<file path="src/rtl/uart_rx_frame_if.sv">
// Receive-side handshake bundle for uart_rx_frame.
// The receiver is the master and drives the held word and its flags.
// The consumer is the slave and drives rx_ready.
interface uart_rx_frame_if #(
    parameter int DATA_BITS = 8
) ();
    logic                 rx_ready;
    logic                 rx_valid;
    logic [DATA_BITS-1:0] rx_data;
    logic                 rx_parity_err;
    logic                 rx_frame_err;
    logic                 rx_break;
    logic                 rx_overrun;

    modport master (
        input  rx_ready,
        output rx_valid, rx_data, rx_parity_err, rx_frame_err, rx_break, rx_overrun
    );

    modport slave (
        output rx_ready,
        input  rx_valid, rx_data, rx_parity_err, rx_frame_err, rx_break, rx_overrun
    );
endinterface

</file>
<file path="src/rtl/uart_rx_frame.sv">
// Parametrised UART receiver: 5..9 data bits, none/odd/even parity, 1 or 2 stop bits.
// The line is synchronised and every bit is decided by a 2-of-3 vote around mid-bit.
// The completed word and its error flags sit in an output register with valid/ready.
module uart_rx_frame #(
    parameter int CLK_RATE  = 12500000,
    parameter int UART_BAUD = 921600,
    parameter int DATA_BITS = 8,
    parameter int PARITY    = 0,
    parameter int STOP_BITS = 1
) (
    input  logic            clk,
    input  logic            rst_n,
    input  logic            uart_rx,
    uart_rx_frame_if.master rx_if
);

    localparam int CLKS_PER_BIT = CLK_RATE / UART_BAUD;
    localparam int HALF         = (CLKS_PER_BIT - 32'sd1) / 32'sd2;
    localparam int CNT_W        = $clog2(CLKS_PER_BIT);

    localparam logic [CNT_W-1:0] CNT_LAST  = CNT_W'(CLKS_PER_BIT - 32'sd1);
    localparam logic [CNT_W-1:0] SAMP_A    = CNT_W'(HALF - 32'sd1);
    localparam logic [CNT_W-1:0] SAMP_B    = CNT_W'(HALF);
    localparam logic [CNT_W-1:0] SAMP_C    = CNT_W'(HALF + 32'sd1);
    localparam logic [3:0]       DATA_LAST = 4'(DATA_BITS - 32'sd1);
    localparam logic             STOP_LAST = (STOP_BITS == 32'sd2);
    localparam logic             HAS_PAR   = (PARITY != 32'sd0);

    typedef enum logic [2:0] {
        S_IDLE      = 3'd0,
        S_START     = 3'd1,
        S_DATA      = 3'd2,
        S_PARITY    = 3'd3,
        S_STOP      = 3'd4,
        S_WAIT_HIGH = 3'd5
    } state_t;

    // Parity check of a received word: 1 means the parity bit disagrees.
    function automatic logic parity_err_f(input logic [DATA_BITS-1:0] data, input logic par_bit);
        logic x;
        x = (^data) ^ par_bit;
        if (PARITY == 32'sd1) begin
            parity_err_f = ~x;
        end else if (PARITY == 32'sd2) begin
            parity_err_f = x;
        end else begin
            parity_err_f = 1'b0;
        end
    endfunction

    state_t               r_state;
    state_t               w_next;
    logic                 r_sync1;
    logic                 r_rxs;
    logic                 r_rxs_prev;
    logic [CNT_W-1:0]     r_bit_cnt;
    logic [3:0]           r_bit_idx;
    logic                 r_stop_idx;
    logic                 r_s1;
    logic                 r_s2;
    logic [DATA_BITS-1:0] r_shift;
    logic                 r_par_bit;
    logic                 r_frame_err;
    logic                 r_stop0_zero;

    logic                 r_valid;
    logic [DATA_BITS-1:0] r_data;
    logic                 r_parity_err;
    logic                 r_frame_err_o;
    logic                 r_break;
    logic                 r_overrun;

    logic w_fall;
    logic w_tick_end;
    logic w_decide;
    logic w_bit;
    logic w_start_cnt;
    logic w_counting;
    logic w_shift_en;
    logic w_par_en;
    logic w_stop_en;
    logic w_complete;
    logic w_frame_err;
    logic w_stop0_zero;
    logic w_break;
    logic w_xfer;

    assign w_fall       = r_rxs_prev & ~r_rxs;
    assign w_tick_end   = (r_bit_cnt == CNT_LAST);
    assign w_decide     = (r_bit_cnt == SAMP_C);
    assign w_bit        = (r_s1 & r_s2) | (r_s1 & r_rxs) | (r_s2 & r_rxs);
    assign w_complete   = w_stop_en && (r_stop_idx == STOP_LAST);
    assign w_frame_err  = r_frame_err | ~w_bit;
    assign w_stop0_zero = (r_stop_idx == 1'b0) ? ~w_bit : r_stop0_zero;
    assign w_break      = (r_shift == '0) && (!HAS_PAR || !r_par_bit) && w_stop0_zero;
    assign w_xfer       = r_valid & rx_if.rx_ready;

    // Two-flop synchroniser plus one history flop for edge detection; preset high so reset is not a start.
    always_ff @(posedge clk or negedge rst_n) begin
        if (!rst_n) begin
            r_sync1    <= 1'b1;
            r_rxs      <= 1'b1;
            r_rxs_prev <= 1'b1;
        end else begin
            r_sync1    <= uart_rx;
            r_rxs      <= r_sync1;
            r_rxs_prev <= r_rxs;
        end
    end

    // FSM state register.
    always_ff @(posedge clk or negedge rst_n) begin
        if (!rst_n) begin
            r_state <= S_IDLE;
        end else begin
            r_state <= w_next;
        end
    end

    // FSM next-state logic; a frame with a bad stop bit waits for the line to return high.
    always_comb begin
        w_next = S_IDLE;
        case (r_state)
            S_IDLE: begin
                if (w_fall) w_next = S_START;
                else        w_next = S_IDLE;
            end
            S_START: begin
                if (w_decide && w_bit) w_next = S_IDLE;
                else if (w_tick_end)   w_next = S_DATA;
                else                   w_next = S_START;
            end
            S_DATA: begin
                if (w_tick_end && (r_bit_idx == DATA_LAST)) w_next = HAS_PAR ? S_PARITY : S_STOP;
                else                                        w_next = S_DATA;
            end
            S_PARITY: begin
                if (w_tick_end) w_next = S_STOP;
                else            w_next = S_PARITY;
            end
            S_STOP: begin
                if (w_complete) w_next = w_frame_err ? S_WAIT_HIGH : S_IDLE;
                else            w_next = S_STOP;
            end
            S_WAIT_HIGH: begin
                if (r_rxs) w_next = S_IDLE;
                else       w_next = S_WAIT_HIGH;
            end
            default: w_next = S_IDLE;
        endcase
    end

    // FSM output decode: which bit period is running and which capture strobes fire.
    always_comb begin
        w_start_cnt = 1'b0;
        w_counting  = 1'b0;
        w_shift_en  = 1'b0;
        w_par_en    = 1'b0;
        w_stop_en   = 1'b0;
        case (r_state)
            S_IDLE:   w_start_cnt = w_fall;
            S_START:  w_counting  = 1'b1;
            S_DATA: begin
                w_counting = 1'b1;
                w_shift_en = w_decide;
            end
            S_PARITY: begin
                w_counting = 1'b1;
                w_par_en   = w_decide;
            end
            S_STOP: begin
                w_counting = 1'b1;
                w_stop_en  = w_decide;
            end
            S_WAIT_HIGH: w_counting = 1'b0;
            default:     w_counting = 1'b0;
        endcase
    end

    // Bit timing: the edge-detect cycle is count 0, so the first counted cycle loads 1.
    always_ff @(posedge clk or negedge rst_n) begin
        if (!rst_n) begin
            r_bit_cnt  <= '0;
            r_bit_idx  <= 4'd0;
            r_stop_idx <= 1'b0;
        end else begin
            if (w_start_cnt) begin
                r_bit_cnt <= CNT_W'(1);
            end else if (w_counting) begin
                r_bit_cnt <= w_tick_end ? '0 : r_bit_cnt + CNT_W'(1);
            end else begin
                r_bit_cnt <= '0;
            end
            if (r_state != S_DATA) begin
                r_bit_idx <= 4'd0;
            end else if (w_tick_end) begin
                r_bit_idx <= r_bit_idx + 4'd1;
            end
            if (r_state != S_STOP) begin
                r_stop_idx <= 1'b0;
            end else if (w_tick_end) begin
                r_stop_idx <= 1'b1;
            end
        end
    end

    // Early and middle vote samples; the third is the live line at the decision cycle.
    always_ff @(posedge clk or negedge rst_n) begin
        if (!rst_n) begin
            r_s1 <= 1'b1;
            r_s2 <= 1'b1;
        end else begin
            if (r_bit_cnt == SAMP_A) r_s1 <= r_rxs;
            if (r_bit_cnt == SAMP_B) r_s2 <= r_rxs;
        end
    end

    // Frame assembly: data shifts in LSB first from the top, plus parity and stop-bit history.
    always_ff @(posedge clk or negedge rst_n) begin
        if (!rst_n) begin
            r_shift      <= '0;
            r_par_bit    <= 1'b0;
            r_frame_err  <= 1'b0;
            r_stop0_zero <= 1'b0;
        end else begin
            if (w_start_cnt) begin
                r_par_bit    <= 1'b0;
                r_frame_err  <= 1'b0;
                r_stop0_zero <= 1'b0;
            end
            if (w_shift_en) r_shift <= {w_bit, r_shift[DATA_BITS-1:1]};
            if (w_par_en)   r_par_bit <= w_bit;
            if (w_stop_en && !w_bit) r_frame_err <= 1'b1;
            if (w_stop_en && (r_stop_idx == 1'b0)) r_stop0_zero <= ~w_bit;
        end
    end

    // Output holding register: load on completion when free or being emptied, else flag overrun.
    always_ff @(posedge clk or negedge rst_n) begin
        if (!rst_n) begin
            r_valid       <= 1'b0;
            r_data        <= '0;
            r_parity_err  <= 1'b0;
            r_frame_err_o <= 1'b0;
            r_break       <= 1'b0;
            r_overrun     <= 1'b0;
        end else if (w_complete && (!r_valid || w_xfer)) begin
            r_valid       <= 1'b1;
            r_data        <= r_shift;
            r_parity_err  <= parity_err_f(r_shift, r_par_bit);
            r_frame_err_o <= w_frame_err;
            r_break       <= w_break;
            r_overrun     <= 1'b0;
        end else if (w_xfer) begin
            r_valid       <= 1'b0;
            r_data        <= '0;
            r_parity_err  <= 1'b0;
            r_frame_err_o <= 1'b0;
            r_break       <= 1'b0;
            r_overrun     <= 1'b0;
        end else if (w_complete) begin
            r_overrun     <= 1'b1;
        end
    end

    assign rx_if.rx_valid      = r_valid;
    assign rx_if.rx_data       = r_data;
    assign rx_if.rx_parity_err = r_parity_err;
    assign rx_if.rx_frame_err  = r_frame_err_o;
    assign rx_if.rx_break      = r_break;
    assign rx_if.rx_overrun    = r_overrun;

endmodule

</file>
<file path="src/flat_wrapper.sv">
// flat-port wrapper written by rule: the top's interface ports become plain ports
module uart_rx_frame_flat 
#(
    parameter int CLK_RATE  = 12500000,
    parameter int UART_BAUD = 921600,
    parameter int DATA_BITS = 8,
    parameter int PARITY    = 0,
    parameter int STOP_BITS = 1
)
  (clk, rst_n, uart_rx, rx_if_rx_ready, rx_if_rx_valid, rx_if_rx_data, rx_if_rx_parity_err, rx_if_rx_frame_err, rx_if_rx_break, rx_if_rx_overrun);
  uart_rx_frame_if #(.DATA_BITS(DATA_BITS)) rx_if_i ();
  input  logic clk;
  input  logic rst_n;
  input  logic uart_rx;
  input wire logic [$bits(rx_if_i.rx_ready)-1:0] rx_if_rx_ready;
  output wire logic [$bits(rx_if_i.rx_valid)-1:0] rx_if_rx_valid;
  output wire logic [$bits(rx_if_i.rx_data)-1:0] rx_if_rx_data;
  output wire logic [$bits(rx_if_i.rx_parity_err)-1:0] rx_if_rx_parity_err;
  output wire logic [$bits(rx_if_i.rx_frame_err)-1:0] rx_if_rx_frame_err;
  output wire logic [$bits(rx_if_i.rx_break)-1:0] rx_if_rx_break;
  output wire logic [$bits(rx_if_i.rx_overrun)-1:0] rx_if_rx_overrun;
  assign rx_if_i.rx_ready = rx_if_rx_ready;
  assign rx_if_rx_valid = rx_if_i.rx_valid;
  assign rx_if_rx_data = rx_if_i.rx_data;
  assign rx_if_rx_parity_err = rx_if_i.rx_parity_err;
  assign rx_if_rx_frame_err = rx_if_i.rx_frame_err;
  assign rx_if_rx_break = rx_if_i.rx_break;
  assign rx_if_rx_overrun = rx_if_i.rx_overrun;
  uart_rx_frame #(.CLK_RATE(CLK_RATE), .UART_BAUD(UART_BAUD), .DATA_BITS(DATA_BITS), .PARITY(PARITY), .STOP_BITS(STOP_BITS)) u_core (.clk(clk), .rst_n(rst_n), .uart_rx(uart_rx), .rx_if(rx_if_i));
endmodule
</file>
<file path="config.mk">
export PLATFORM = sky130hd
export DESIGN_NAME = uart_rx_frame_flat
export DESIGN_NICKNAME = d
export VERILOG_FILES = /design/src/rtl/uart_rx_frame_if.sv /design/src/rtl/uart_rx_frame.sv /design/src/flat_wrapper.sv
export SDC_FILE = /design/constraint.sdc
export NUM_CORES = 1
export LEC_CHECK = 0
export ABC_AREA = 1
export CAP_MARGIN = 20
export CORE_MARGIN = 2
export CORE_UTILIZATION = 55
export DETAILED_ROUTE_END_ITERATION = 8
export PLACE_DENSITY_LB_ADDON = 0.1
export SYNTH_ARGS = -nofsm -noshare
export SYNTH_HDL_FRONTEND = slang
export SYNTH_SLANG_ARGS = --single-unit
</file>
<file path="constraint.sdc">
create_clock -name clk -period 1.6 [get_ports clk]
set_clock_uncertainty 0.1 [all_clocks]
set_input_delay 0.16 -clock clk [delete_from_list [all_inputs] [get_ports clk]]
set_output_delay 0.16 -clock clk [all_outputs]
set_load 0.01 [all_outputs]
</file>
==> results.json <==
{
  "cts_buffers": 5,
  "synthCells": 218,
  "diodes": 0,
  "p_per_area_nw_per_um2": 1070,
  "clockRootBuffer": "clkbuf_4",
  "setup_viol": 0,
  "ir_drop_uv": 747,
  "ys_seq_area_share_pct": 51.1,
  "drive_gt1_share_pct": 19.1,
  "cts_tree": "done",
  "min_path_type": "input port to register",
  "r2r-end": "u_core.r_state[2]",
  "die_w_um": 63.1,
  "crit_arrival_ns": 1.28,
  "routed_wl_um": 3380,
  "required_ns": 1.34,
  "yosys_register_bits": 39,
  "vias": 1447,
  "gr-total-overflow": 0,
  "htreeDepth": 2,
  "clk-insertion-delay-late_ns": 0.35,
  "yosys_warnings": 0,
  "grt_max_degree": 19,
  "routedLengthMet1_um": 1620,
  "grt_pass1_vias": 1368,
  "track_usage_pct": 19.1,
  "ioPinCount": 17,
  "min_from": "uart_rx",
  "reg2reg_slack_ns": 0.09,
  "fp.coreArea_um2": 3340,
  "dp_hpwl_um": 2630,
  "detail_route.wl_per_cell_um": 11.8,
  "rsz0062_at_grt": "yes",
  "cp_top_family": "buffers and inverters",
  "synthToLayoutAreaGrowth_pct": 15.2,
  "die_area_um2": 3990,
  "drc_errors": 0,
  "avgSynthCellArea_um2": 8.82,
  "ant_nets": 0,
  "whs_ns": 0.106,
  "slew_viol_final": 0,
  "nets": 249,
  "cts_sinks": 39,
  "fmax_mhz": 647,
  "yosys.cell_types.count": 27,
  "crit_type": "register to primary output",
  "multi_input_area_um2": 817,
  "place_congestion": 0.881,
  "antenna_found_initial": 0,
  "die_h_um": 63.1,
  "path_cells": "clkdlybuf4s50_1",
  "p_leak_nw": 1.09,
  "reg2reg_depth": 6,
  "wl_met2_um": 1590,
  "crit_path_max_incr_delay_ns": 0.55,
  "port-buffer-count": 15,
  "critPathSlowestCell": "clkdlybuf4s50_1",
  "status": "finished, final reports clean",
  "start_kind": "register",
  "grt_pass1_wl_um": 5910,
  "design_area_um2": 2220,
  "holdPathStages": 1,
  "min_period_ns": 1.54,
  "syn_nets": 227,
  "cap_violations": 0,
  "route.met3.wl_um": 113,
  "finalHoldViolations": 0,
  "holdPathEnd": "u_core.r_sync1",
  "firstDrtPassIters": 4,
  "start_util_pct": 57.6,
  "drt_iter0_markers": 89,
  "path_buf_inv": 1,
  "r2r-start": "u_core.r_bit_cnt[0]",
  "fillers": 288,
  "top_layer": "met4",
  "period_share_pct": 96.5,
  "num_rows": 21,
  "routed_via_density": 5.04,
  "clk_pin_slew_ns": 0.12,
  "crit_fanout": 2,
  "syn_area_um2": 1920,
  "endpoint_kind": "primary output",
  "postPlaceCellArea_um2": 2110,
  "seq_area_um2": 982,
  "clockBufferDepth": 2
}
## flip-flops by register name, summed over array words and instances, names as in the netlist, 3 cells and up
name                  cells
u_core.r_bit_cnt          4
u_core.rx_if.rx_data      8
u_core.r_shift            8
u_core.r_bit_idx          4
u_core.r_state            3
## stage by stage
stage / power, mW / TNS [ns] / utilization (%) / std cells / setup WS [ns]
finish: 2.38 / 0 / 66.4 / 287 / 0.0552
global route: 2.54 / -0.141 / 66.4 / 287 / -0.0246
CTS: 2.39 / 0 / 65.8 / 287 / 0.0334
global placement: 1.77 / 0 / 63.3 / 278 / 0.0954
detailed placement: 1.81 / 0 / 63.3 / 278 / 0.0383
floorplan: 1.64 / 0 / - / 218 / 0.225
## logic make-up (layout without fill, tap and decap cells)
kind of cell	Yosys count	in the layout	share of synthesized area, %
flip-flops	39	39	51.1
AO/OA/AOI/OAI	20	20	6.90
XOR/XNOR	1	1	0.456
other	1	1	0.195
adder cells (fa/ha/maj)	5	5	3.25
AND/OR/NAND/NOR	120	120	30.6
buffers and inverters	32	55	7.48
## worst max path at each step
stage                                  from                   endpoint  cells after the start
finish                u_core.rx_if.rx_break             rx_if_rx_break                      1
global route            u_core.r_bit_cnt[0]  u_core.rx_if.rx_frame_err                      7
CTS                 u_core.rx_if.rx_data[7]           rx_if_rx_data[7]                      1
detailed placement      u_core.r_bit_cnt[0]          u_core.r_shift[6]                      6
global placement        u_core.r_bit_cnt[0]          u_core.r_state[2]                      6
floorplan               u_core.r_bit_cnt[0]          u_core.r_shift[5]                      7
## what timing repair did
| action | CTS | global route |
|---|---|---|
| setup buffers | 0 | 0 |
| endpoints found under the hold margin | 17 | 0 |
| hold buffers | 1 | 0 |
| setup endpoints to repair | 0 | 20 |
| resized for setup | 0 | 5 |
## routing by layer
layer / global-route usage, % / vias to the layer above
met5: 0 / -
met4: 6.39 / 0
met3: 5.54 / 5
met2: 31.5 / 21
met1: 24.1 / 689
li1: - / 732
## Yosys cell counts
master | instances | area (µm²)
o21ai_0 | 7 | 35.0
conb_1 | 1 | 3.75
dfrtp_1 | 34 | 851
nand2_2 | 4 | 25.0
a21oi_1 | 4 | 20.0
xor2_1 | 1 | 8.76
a21boi_0 | 1 | 7.51
nor3_1 | 1 | 5.00
nand3_2 | 2 | 20.0
buf_4 | 2 | 15.0
ha_1 | 5 | 62.6
inv_2 | 2 | 7.51
nand4_1 | 2 | 12.5
nor2_8 | 1 | 20.0
nand3_4 | 2 | 35.0
o21ai_2 | 8 | 70.1
dfstp_2 | 5 | 131
nor2_4 | 3 | 33.8
nor2_2 | 4 | 25.0
nor2_1 | 15 | 56.3
nand3_1 | 22 | 110
nand2_1 | 62 | 233
or2_2 | 1 | 6.26
buf_6 | 2 | 22.5
inv_1 | 25 | 93.8
buf_2 | 1 | 5.00
nor3b_1 | 1 | 7.51
## placed cells by master (no fill, tap or decap), types with 4 or more instances in the layout
cell type,Yosys,layout
nand2_1,62,62
dfrtp_1,34,34
inv_1,25,25
nand3_1,22,22
nor2_1,15,15
clkdlybuf4s50_1,0,14
o21ai_2,8,8
o21ai_0,7,6
clkbuf_4,0,5
dfstp_2,5,5
nor2_4,3,4
a21oi_1,4,4
ha_1,5,4
buf_4,2,4
## cell type report
cell class | instances | area share, %
Timing Repair Buffer | 20 | 8.36
Clock buffer | 7 | 2.94
Multi-Input combinational cell | 147 | 36.9
Clock inverter | 1 | 0.339
Sequential cell | 39 | 44.3
Inverter | 27 | 4.57
Tap cell | 46 | 2.60
## report_power, final
| group | switching, mW | total [mW] | internal (mW) |
|---|---|---|---|
| Combinational | 0.369 | 0.587 | 0.218 |
| Clock | 0.316 | 0.573 | 0.257 |
| Sequential | 0.110 | 1.22 | 1.11 |
| Total | 0.795 | 2.38 | 1.58 |
Power figures use the tool's default switching activity.
